$ cat src/rtl/regfile_pkg.sv
// Shared types and constants for the register-bank port scheduler.
// Read-FSM state encoding, bank geometry and small helpers live here.
package regfile_pkg;

    localparam int REGISTER_SIZE       = 32;
    localparam int AMOUNT_OF_REGISTERS = 16;
    localparam int REG_ADDR_W          = $clog2(AMOUNT_OF_REGISTERS);

    typedef logic [REGISTER_SIZE-1:0] word_t;
    typedef logic [REG_ADDR_W-1:0]    reg_addr_t;

    localparam reg_addr_t PC_REG = 4'd15;

    typedef enum logic [2:0] {
        IDLE   = 3'd0,
        ADDR_A = 3'd1,
        ADDR_B = 3'd2,
        CAP_B  = 3'd3,
        OUT    = 3'd4
    } rd_state_e;

    // A write committing to the register being addressed this cycle must be
    // forwarded, because the bank hands back the pre-write value.
    function automatic logic bypass_hit(input logic wen, input reg_addr_t wreg,
                                        input reg_addr_t rreg);
        return wen && (wreg == rreg);
    endfunction

endpackage

$ cat src/rtl/regfile_port_scheduler_if.sv
// Signal bundle between the port scheduler and decode, writeback and the bank.
// slave = the scheduler itself; master = everything around it.
interface regfile_port_scheduler_if;
    import regfile_pkg::*;

    // Every valid/ready pair: a transfer happens on a rising clk edge where
    // both are high; the source keeps valid and payload stable until then,
    // and ready may depend combinationally on valid.
    logic      rd_req_valid;
    logic      rd_req_ready;
    reg_addr_t rd_req_rn;
    reg_addr_t rd_req_rm;
    logic      rd_req_two;

    logic      op_valid;
    logic      op_ready;
    word_t     op_a;
    word_t     op_b;

    logic      wb_alu_valid;
    logic      wb_alu_ready;
    reg_addr_t wb_alu_reg;
    word_t     wb_alu_data;

    logic      wb_mem_valid;
    logic      wb_mem_ready;
    reg_addr_t wb_mem_reg;
    word_t     wb_mem_data;

    logic      rf_write_en;
    reg_addr_t rf_write_reg;
    word_t     rf_write_value;
    reg_addr_t rf_read_reg;
    word_t     rf_read_value;

    // Debug visibility: read-FSM state and writes landing on the PC.
    rd_state_e dbg_state;
    logic      dbg_pc_write;

    modport slave (
        input  rd_req_valid, rd_req_rn, rd_req_rm, rd_req_two,
        output rd_req_ready,
        output op_valid, op_a, op_b,
        input  op_ready,
        input  wb_alu_valid, wb_alu_reg, wb_alu_data,
        output wb_alu_ready,
        input  wb_mem_valid, wb_mem_reg, wb_mem_data,
        output wb_mem_ready,
        output rf_write_en, rf_write_reg, rf_write_value, rf_read_reg,
        input  rf_read_value,
        output dbg_state, dbg_pc_write
    );

    modport master (
        output rd_req_valid, rd_req_rn, rd_req_rm, rd_req_two,
        input  rd_req_ready,
        input  op_valid, op_a, op_b,
        output op_ready,
        output wb_alu_valid, wb_alu_reg, wb_alu_data,
        input  wb_alu_ready,
        output wb_mem_valid, wb_mem_reg, wb_mem_data,
        input  wb_mem_ready,
        input  rf_write_en, rf_write_reg, rf_write_value, rf_read_reg,
        output rf_read_value,
        input  dbg_state, dbg_pc_write
    );

endinterface

$ cat src/rtl/wb_rr_arbiter.sv
// Two-requester round-robin arbiter (ALU vs MEM) for the single bank write port.
// Grants are combinational; the 1-bit pointer only moves when both compete.
module wb_rr_arbiter (
    input  logic clk,
    input  logic reset,
    input  logic req_alu,
    input  logic req_mem,
    output logic gnt_alu,
    output logic gnt_mem
);

    logic ptr_mem;  // 1: MEM wins the next contention, 0: ALU wins

    always_comb begin
        gnt_alu = 1'b0;
        gnt_mem = 1'b0;
        if (!reset) begin
            if (req_alu && req_mem) begin
                gnt_alu = !ptr_mem;
                gnt_mem = ptr_mem;
            end else begin
                gnt_alu = req_alu;
                gnt_mem = req_mem;
            end
        end
    end

    always_ff @(posedge clk) begin
        if (reset) begin
            ptr_mem <= 1'b0;
        end else if (req_alu && req_mem) begin
            ptr_mem <= !ptr_mem;
        end
    end

endmodule

$ cat src/rtl/regfile_port_scheduler.sv
// Serialises operand fetches over the bank's single registered read port and
// arbitrates ALU/MEM writeback onto its write port, forwarding same-cycle writes.
module regfile_port_scheduler
    import regfile_pkg::*;
(
    input  logic                     clk,
    input  logic                     reset,
    regfile_port_scheduler_if.slave  bus
);

    rd_state_e state, state_nxt;
    reg_addr_t rn_q, rm_q;
    logic      two_q;
    word_t     op_a_q, op_b_q;
    logic      byp_a_q, byp_b_q;
    word_t     byp_a_data_q, byp_b_data_q;

    logic      rd_ready;
    logic      accept;
    reg_addr_t read_reg;
    logic      byp_now;

    logic      gnt_alu, gnt_mem;
    logic      wr_en;
    reg_addr_t wr_reg;
    word_t     wr_value;

    // ---------------- write port ----------------
    wb_rr_arbiter u_arb (
        .clk     (clk),
        .reset   (reset),
        .req_alu (bus.wb_alu_valid),
        .req_mem (bus.wb_mem_valid),
        .gnt_alu (gnt_alu),
        .gnt_mem (gnt_mem)
    );

    always_comb begin
        wr_en    = gnt_alu || gnt_mem;
        wr_reg   = '0;
        wr_value = '0;
        if (gnt_alu) begin
            wr_reg   = bus.wb_alu_reg;
            wr_value = bus.wb_alu_data;
        end else if (gnt_mem) begin
            wr_reg   = bus.wb_mem_reg;
            wr_value = bus.wb_mem_data;
        end
    end

    assign bus.wb_alu_ready   = gnt_alu;
    assign bus.wb_mem_ready   = gnt_mem;
    assign bus.rf_write_en    = wr_en;
    assign bus.rf_write_reg   = wr_reg;
    assign bus.rf_write_value = wr_value;
    assign bus.dbg_pc_write   = wr_en && (wr_reg == PC_REG);

    // ---------------- read FSM ----------------
    always_ff @(posedge clk) begin
        if (reset) begin
            state <= IDLE;
        end else begin
            state <= state_nxt;
        end
    end

    always_comb begin
        state_nxt = state;
        rd_ready  = 1'b0;
        read_reg  = '0;
        if (!reset) begin
            case (state)
                IDLE: begin
                    rd_ready = 1'b1;
                    if (bus.rd_req_valid) state_nxt = ADDR_A;
                end
                ADDR_A: begin
                    read_reg  = rn_q;
                    state_nxt = ADDR_B;
                end
                ADDR_B: begin
                    if (two_q) begin
                        read_reg  = rm_q;
                        state_nxt = CAP_B;
                    end else begin
                        state_nxt = OUT;
                    end
                end
                CAP_B: state_nxt = OUT;
                OUT: begin
                    if (bus.op_ready) begin
                        rd_ready  = 1'b1;
                        state_nxt = bus.rd_req_valid ? ADDR_A : IDLE;
                    end
                end
                default: state_nxt = IDLE;
            endcase
        end
    end

    assign accept  = rd_ready && bus.rd_req_valid;
    assign byp_now = bypass_hit(wr_en, wr_reg, read_reg);

    // Operand snapshots only move at their capture cycle, so they stay stable in OUT.
    always_ff @(posedge clk) begin
        if (reset) begin
            rn_q         <= '0;
            rm_q         <= '0;
            two_q        <= 1'b0;
            op_a_q       <= '0;
            op_b_q       <= '0;
            byp_a_q      <= 1'b0;
            byp_b_q      <= 1'b0;
            byp_a_data_q <= '0;
            byp_b_data_q <= '0;
        end else begin
            if (accept) begin
                rn_q    <= bus.rd_req_rn;
                rm_q    <= bus.rd_req_rm;
                two_q   <= bus.rd_req_two;
                byp_a_q <= 1'b0;
                byp_b_q <= 1'b0;
            end
            case (state)
                ADDR_A: begin
                    byp_a_q      <= byp_now;
                    byp_a_data_q <= wr_value;
                end
                ADDR_B: begin
                    op_a_q <= byp_a_q ? byp_a_data_q : bus.rf_read_value;
                    if (two_q) begin
                        byp_b_q      <= byp_now;
                        byp_b_data_q <= wr_value;
                    end else begin
                        op_b_q <= '0;
                    end
                end
                CAP_B: op_b_q <= byp_b_q ? byp_b_data_q : bus.rf_read_value;
                default: ;
            endcase
        end
    end

    assign bus.rd_req_ready = rd_ready;
    assign bus.op_valid     = !reset && (state == OUT);
    assign bus.op_a         = op_a_q;
    assign bus.op_b         = op_b_q;
    assign bus.rf_read_reg  = read_reg;
    assign bus.dbg_state    = state;

endmodule
$ cat src/flat_wrapper.sv
// flat-port wrapper written by rule: the top's interface ports become plain ports
module regfile_port_scheduler_flat import regfile_pkg::*;
  (clk, reset, bus_rd_req_valid, bus_rd_req_rn, bus_rd_req_rm, bus_rd_req_two, bus_rd_req_ready, bus_op_valid, bus_op_a, bus_op_b, bus_op_ready, bus_wb_alu_valid, bus_wb_alu_reg, bus_wb_alu_data, bus_wb_alu_ready, bus_wb_mem_valid, bus_wb_mem_reg, bus_wb_mem_data, bus_wb_mem_ready, bus_rf_write_en, bus_rf_write_reg, bus_rf_write_value, bus_rf_read_reg, bus_rf_read_value, bus_dbg_state, bus_dbg_pc_write);
  regfile_port_scheduler_if bus_i ();
  input  logic clk;
  input  logic reset;
  input wire logic [$bits(bus_i.rd_req_valid)-1:0] bus_rd_req_valid;
  input wire logic [$bits(bus_i.rd_req_rn)-1:0] bus_rd_req_rn;
  input wire logic [$bits(bus_i.rd_req_rm)-1:0] bus_rd_req_rm;
  input wire logic [$bits(bus_i.rd_req_two)-1:0] bus_rd_req_two;
  output wire logic [$bits(bus_i.rd_req_ready)-1:0] bus_rd_req_ready;
  output wire logic [$bits(bus_i.op_valid)-1:0] bus_op_valid;
  output wire logic [$bits(bus_i.op_a)-1:0] bus_op_a;
  output wire logic [$bits(bus_i.op_b)-1:0] bus_op_b;
  input wire logic [$bits(bus_i.op_ready)-1:0] bus_op_ready;
  input wire logic [$bits(bus_i.wb_alu_valid)-1:0] bus_wb_alu_valid;
  input wire logic [$bits(bus_i.wb_alu_reg)-1:0] bus_wb_alu_reg;
  input wire logic [$bits(bus_i.wb_alu_data)-1:0] bus_wb_alu_data;
  output wire logic [$bits(bus_i.wb_alu_ready)-1:0] bus_wb_alu_ready;
  input wire logic [$bits(bus_i.wb_mem_valid)-1:0] bus_wb_mem_valid;
  input wire logic [$bits(bus_i.wb_mem_reg)-1:0] bus_wb_mem_reg;
  input wire logic [$bits(bus_i.wb_mem_data)-1:0] bus_wb_mem_data;
  output wire logic [$bits(bus_i.wb_mem_ready)-1:0] bus_wb_mem_ready;
  output wire logic [$bits(bus_i.rf_write_en)-1:0] bus_rf_write_en;
  output wire logic [$bits(bus_i.rf_write_reg)-1:0] bus_rf_write_reg;
  output wire logic [$bits(bus_i.rf_write_value)-1:0] bus_rf_write_value;
  output wire logic [$bits(bus_i.rf_read_reg)-1:0] bus_rf_read_reg;
  input wire logic [$bits(bus_i.rf_read_value)-1:0] bus_rf_read_value;
  output wire logic [$bits(bus_i.dbg_state)-1:0] bus_dbg_state;
  output wire logic [$bits(bus_i.dbg_pc_write)-1:0] bus_dbg_pc_write;
  assign bus_i.rd_req_valid = bus_rd_req_valid;
  assign bus_i.rd_req_rn = bus_rd_req_rn;
  assign bus_i.rd_req_rm = bus_rd_req_rm;
  assign bus_i.rd_req_two = bus_rd_req_two;
  assign bus_rd_req_ready = bus_i.rd_req_ready;
  assign bus_op_valid = bus_i.op_valid;
  assign bus_op_a = bus_i.op_a;
  assign bus_op_b = bus_i.op_b;
  assign bus_i.op_ready = bus_op_ready;
  assign bus_i.wb_alu_valid = bus_wb_alu_valid;
  assign bus_i.wb_alu_reg = bus_wb_alu_reg;
  assign bus_i.wb_alu_data = bus_wb_alu_data;
  assign bus_wb_alu_ready = bus_i.wb_alu_ready;
  assign bus_i.wb_mem_valid = bus_wb_mem_valid;
  assign bus_i.wb_mem_reg = bus_wb_mem_reg;
  assign bus_i.wb_mem_data = bus_wb_mem_data;
  assign bus_wb_mem_ready = bus_i.wb_mem_ready;
  assign bus_rf_write_en = bus_i.rf_write_en;
  assign bus_rf_write_reg = bus_i.rf_write_reg;
  assign bus_rf_write_value = bus_i.rf_write_value;
  assign bus_rf_read_reg = bus_i.rf_read_reg;
  assign bus_i.rf_read_value = bus_rf_read_value;
  assign bus_dbg_state = bus_i.dbg_state;
  assign bus_dbg_pc_write = bus_i.dbg_pc_write;
  regfile_port_scheduler u_core (.clk(clk), .reset(reset), .bus(bus_i));
endmodule
$ cat config.mk
export PLATFORM = sky130hd
export DESIGN_NAME = regfile_port_scheduler_flat
export DESIGN_NICKNAME = d
export VERILOG_FILES = /design/src/rtl/regfile_pkg.sv /design/src/rtl/regfile_port_scheduler_if.sv /design/src/rtl/wb_rr_arbiter.sv /design/src/rtl/regfile_port_scheduler.sv /design/src/flat_wrapper.sv
export SDC_FILE = /design/constraint.sdc
export NUM_CORES = 1
export LEC_CHECK = 0
export CAP_MARGIN = 25
export CORE_MARGIN = 4
export CORE_UTILIZATION = 48
export CTS_CLUSTER_DIAMETER = 100
export DETAILED_ROUTE_END_ITERATION = 7
export PLACE_DENSITY = 0.93
export SYNTH_ARGS = -nofsm -noshare
export SYNTH_HDL_FRONTEND = slang
export SYNTH_SLANG_ARGS = --single-unit
$ cat constraint.sdc
create_clock -name clk -period 3.8 [get_ports clk]
set_input_delay 0.76 -clock clk [delete_from_list [all_inputs] [get_ports clk]]
set_output_delay 0.76 -clock clk [all_outputs]
set_load 0.01 [all_outputs]
Word-level counts from Yosys, hierarchy flattened
Index checks and enable logic that the tools add are counted.
{"block": "totals", "ff_bits": 143, "latchBits": 0, "ramBits": 0, "romBits": 0, "inputBits": 119, "output_inout_bits": 113, "word_cells": 62, "mem_count": 0}
{"block": "classes", "add_sub_neg": 0, "n_mul": 0, "n_div": 0, "n_lt_le_gt_ge": 0, "eq_ne": 9, "shifts": 0, "muxes": 28, "n_bitwise": 0, "reduce_logical": 14}
{"cell": "$mux W32", "n": 5}
{"cell": "$pmux W32 S2", "n": 1}
{"cell": "$mux W4", "n": 4}
{"cell": "$pmux W3 S5", "n": 1}
{"cell": "$mux W1", "n": 12}
{"cell": "$mux W3", "n": 3}
{"cell": "$pmux W4 S2", "n": 1}
{"cell": "$eq A3 B2 Y1 const B", "n": 2}
{"cell": "$ne A2 B2 Y1 const B", "n": 3}
{"cell": "$reduce_and A2 Y1", "n": 3}
{"cell": "$logic_and A1 B1 Y1", "n": 5}
{"cell": "$eq A4 B4 Y1", "n": 1}
{"cell": "$eq A4 B4 Y1 const B", "n": 1}
{"cell": "$reduce_bool A2 Y1", "n": 2}
{"cell": "$eq A3 B1 Y1 const B", "n": 1}
{"cell": "$eq A3 B3 Y1 const B", "n": 1}
{"cell": "$logic_not A3 Y1", "n": 1}
{"cell": "$logic_not A1 Y1", "n": 2}
{"cell": "$pmux W1 S2", "n": 1}
{"cell": "$logic_or A1 B1 Y1", "n": 1}

Longest topological paths before layout
{"block": "logic_depth", "depth_word": 9, "ltp_mapped": 7, "ltp_nobuf": 5}

Cells and area by module
From an unflattened synthesis, not the netlist that was laid out.
{"block": "unflattened", "hier_cells": 691, "hier_area_um2": 6317.3}
{"mod": "regfile_port_scheduler", "n_inst": 1, "cells_per_inst": 683, "area_each_um2": 6246.0, "seq_area_each_um2": 2842.7}
{"mod": "wb_rr_arbiter", "n_inst": 1, "cells_per_inst": 8, "area_each_um2": 71.3, "seq_area_each_um2": 20.0}

Least setup slack after synthesis
Ideal clock, no wire load.
{"block": "synth_timing", "kind": "input port to output port", "startpoint": "in bus_wb_alu_valid", "endpoint": "out bus_dbg_pc_write", "arrival_time_ps": 1781, "required_ps": 3040, "path_slack_ps": 1259, "cell_stages": 3, "n_path_buf": 0, "path_cell_list": "nor2b_2 > o32ai_1 > and4_1"}
{"block": "synth_between", "elab_chain_len": 7, "word_cells_on_any_way": 10, "cone_classes": "1 x eq/ne; 6 x mux; 3 x reduce/logical"}
{"element": "start: declaration", "line": "flat_wrapper.sv:16", "text": "input wire logic [$bits(bus_i.wb_alu_valid)-1:0] bus_wb_alu_valid;"}
{"element": "$logic_and A1 B1 Y1", "line": "wb_rr_arbiter.sv:18", "text": "if (req_alu && req_mem) begin"}
{"element": "$mux W1", "line": "wb_rr_arbiter.sv:18"}
{"element": "$mux W1", "line": "wb_rr_arbiter.sv:17", "text": "if (!reset) begin"}
{"element": "$mux W4", "line": "regfile_port_scheduler.sv:45", "text": "end else if (gnt_mem) begin"}
{"element": "$mux W4 *", "line": "regfile_port_scheduler.sv:42", "text": "if (gnt_alu) begin"}
{"element": "net bus_rf_write_reg[2]", "line": "flat_wrapper.sv:25", "text": "output wire logic [$bits(bus_i.rf_write_reg)-1:0] bus_rf_write_reg;"}
{"element": "$eq A4 B4 Y1 *", "line": "regfile_port_scheduler.sv:56", "text": "assign bus.dbg_pc_write = wr_en && (wr_reg == PC_REG);"}
{"element": "$logic_and A1 B1 Y1 *", "line": "regfile_port_scheduler.sv:56"}
{"element": "end: declaration", "line": "flat_wrapper.sv:30", "text": "output wire logic [$bits(bus_i.dbg_pc_write)-1:0] bus_dbg_pc_write;"}
The timed path passes the listed nets; every way through them passes the cells marked *.

Worst setup path after layout
{"block": "layout_timing", "startpoint": "in bus_wb_alu_valid", "endpoint": "out bus_dbg_pc_write"}
{"block": "layout_between", "elab_chain_len": 7, "word_cells_on_any_way": 10, "cone_classes": "1 x eq/ne; 6 x mux; 3 x reduce/logical"}
{"element": "$logic_and A1 B1 Y1", "line": "wb_rr_arbiter.sv:18"}
{"element": "$mux W1", "line": "wb_rr_arbiter.sv:18"}
{"element": "$mux W1", "line": "wb_rr_arbiter.sv:17"}
{"element": "$mux W4", "line": "regfile_port_scheduler.sv:45"}
{"element": "$mux W4", "line": "regfile_port_scheduler.sv:42"}
{"element": "$eq A4 B4 Y1", "line": "regfile_port_scheduler.sv:56"}
{"element": "$logic_and A1 B1 Y1 *", "line": "regfile_port_scheduler.sv:56"}
Mark *: on every way between the ends. The rest lies on a longest branch, timed or not.

==> metrics.md <==
| Metric | Value |
|---|---|
| TNS Setup | 0 ns |
| Antenna violations before repair | 0 |
| DR WL/cell | approximately 18 um |
| FFs w/ async S/R, synth | 0% |
| Synth top area cells | dfxtp_1 (45%), a211oi_1 (11%), nor2_1 (8.4%), a22oi_1 (7.6%), mux2i_1 (6.6%) |
| Max-slew violations | 0 |
| CP endpoint kind | output pin |
| CTS Buf Count | 17 |
| Pin count of the biggest net entering global routing | between 80 and 90 |
| DRC Markers | 0 |
| Routed WL | ~19 mm |
| CTS clk-pin slew, worst paths | around 0.06 ns |
| CTS resizes | 0 |
| Hold depth | 2 |
| GPL Wtd Cong | ~0.83 |
| Post-Synthesis Net Count | roughly 800 |
| Diodes inserted | 0 |
| Status | complete, no violations |
| Power Density | around 450 mW/mm2 |
| Most common cell in the netlist | dfxtp_1 |
| Die Area | 0.0151 mm2 |
| RSZ-0062 raised after global routing | no |
| Hold slack final | approximately 0.49 ns |
| Hold Crit Class | flop to flop |
| Via density | about 5.6 |
| Share of cells above drive strength 1 | about a tenth |
| Worst Path Arrival | 2.91 ns |
| First-pass GRT wire length | roughly 29 mm |
| Post-layout minimum cycle time | about 3.7 ns |
| I/O pin cnt | around 230 |
| Antenna-violating nets left | 0 |
| Final Hold Vio Count | 0 |
| Clk buf depth | 2 |
| Final Cycle Share | slightly below 100% |
| Synth cell count leaders | dfxtp_1 (143), nor2_1 (142), a211oi_1 (96) |
| Slew @ Worst Pin | 0.988 ns |
| RR Startpoint | u_core.bus.dbg_state[1] |
| CTS tree | done |
| Critical path type | primary input to output pin |
| Die Y | 123 um |
| Reg2reg setup slack | approximately 1.3 ns |
| Sequential element share of the synthesized area | between 40% and 50% |
| Rows | between 40 and 50 |
| Critical Path Start Type | primary input |
| Total track usage | between 20% and 30% |
| Initial DRC Count | 415 |
| Max Freq | 273 MHz |
| Synthesized area | around 0.0063 mm2 |
| Port bufs | approximately 230 |
| Setup bufs post-CTS | 0 |
| Syn_area_per_cell | around 9.3 um2 |
| Initial Utilization | approximately half |
| Reg2reg end | u_core.byp_b_data_q[23] |
| Vias post-DR | around 6,000 |
| Fill count | between 800 and 900 |
| Htree depth | 4 |
| Yosys Warn Count | 0 |
| Post-synth EDFFs | 0 |
| Core Box Area | between 0.01 and 0.015 mm2 |
| Final Skew | around 0.008 ns |
| Reg2reg path depth | 5 |
| FF+latch count, synth | between 100 and 150 |
| Setup violations, final | 0 |
| Post-synth cell types | 46 |
| Ys flop type | dfxtp_1 |
| First-pass DRT Iterations | 5 |
| CTS sink cnt | 143 |
| NumNets Final | between 1,000 and 1,500 |
| Hold EP | u_core.rn_q[2] |
| Clk_lat worst skew | between 0.4 and 0.5 ns |
| Worst relative slew slack | between 30 and 40% |
| Worst EP required | a little over 3 ns |
| Crit-path max FO | 5 |
| VDD IR max | approximately 240 uV |
| Die width | 123 um |
| Hold Startpoint | u_core.rn_q[2] |
| # hold bufs at CTS | 0 |
| Vias in the first global route | between 6,000 and 7,000 |
| Top cell type's share of synthesized area | between 40 and 50% |
| Synthesis-to-layout area growth | 49.6% |
| Max-cap viol count | 0 |
| Final HPWL DP | approximately 13 mm |
| Final global-route overflow total | 0 |
| Yosys top cell by area | dfxtp_1 |
| Power, Total | between 4 and 5 mW |
| Clk root buf | clkbuf_16 |
| P_leak | between 3 and 4 nW |
| Synthesized instance count | around 680 |
report_power, final:
part | switching [mW] | internal, mW | leakage [nW]
logic | 0.301 | 0.347 | 2.00
registers | 0.0584 | 1.58 | 1.16
clock network | 0.606 | 1.39 | 0.346
layout by cell type (no fill, tap or decap), drive strengths merged, types with 3 or more instances in the layout:
master,n
clkdlybuf4s50,230
nor2,143
dfxtp,143
a211oi,96
a22oi,64
mux2i,42
inv,35
mux2,32
clkbuf,20
buf,14
nand2b,9
bufinv,8
a21oi,6
and4b,4
and3b,4
nand2,4
nor3,4
nor2b,4
or3,3
o31ai,3
nor3b,3
nor4b,3
o32ai,3
registers in the layout, summed over array words and instances, names as in the netlist, 3 cells and up:
signal	cells
u_core.bus.op_a	32
u_core.bus.op_b	32
u_core.byp_a_data_q	32
u_core.byp_b_data_q	32
u_core.rm_q	4
u_core.rn_q	4
u_core.bus.dbg_state	3
worst max-delay path by stage:
stage | end | startpoint | slack, ns | cells after the start
floorplan | bus_dbg_pc_write | bus_wb_alu_valid | 1.26 | 3
global placement | bus_dbg_pc_write | bus_wb_mem_valid | 0.26 | 6
detailed placement | bus_dbg_pc_write | bus_wb_mem_valid | 0.14 | 6
CTS | bus_dbg_pc_write | bus_wb_alu_valid | 0.15 | 6
global route | bus_dbg_pc_write | bus_wb_mem_valid | 0.05 | 6
finish | bus_dbg_pc_write | bus_wb_alu_valid | 0.13 | 6
layout make-up:
class                           count  area (um2)  area share, %
Tap cell                          172         215           2.27
Inverter                           35         131           1.39
Sequential cell                   143        2870           30.3
Clock inverter                     10         258           2.72
Clock buffer                       20         457           4.82
Multi-Input combinational cell    443        3090           32.6
Timing Repair Buffer              244        2460           26.0
worst max-delay path: stages:
cell             delay, ns
clkdlybuf4s50_1       0.51
a21bo_2               0.30
nor3b_1               0.38
or2_2                 0.20
and4_1                0.21
clkdlybuf4s50_1       0.55
cells by family (layout without fill, tap and decap cells):
kind of cell           count (synthesis)  after routing  share of synthesized area (%)
AO/OA/AOI/OAI                        181            181                           21.7
XOR/XNOR                               3              3                          0.712
buffers and inverters                 97            309                           6.68
flip-flops                           143            143                           45.2
multiplexers                          74             74                           12.3
AND/OR/NAND/NOR                      185            185                           13.3
layer usage:
metal,GRT usage (%),share of wire [%]
met5,0,0
met4,9.80,2.6
met3,6.77,8.0
met2,44.5,50
met1,27.7,40
stage by stage:
step,cells,util (%),setup WS (ns),area [um2]
after global placement,1036,68.4,0.264,8730
after CTS,1067,74.1,0.147,9470
after detailed placement,1037,68.5,0.143,8750
after floorplan,683,-,1.26,6330
final,1067,74.1,0.135,9470
after global routing,1067,74.1,0.0468,9470
No activity file was read; power rests on OpenSTA's default activity.
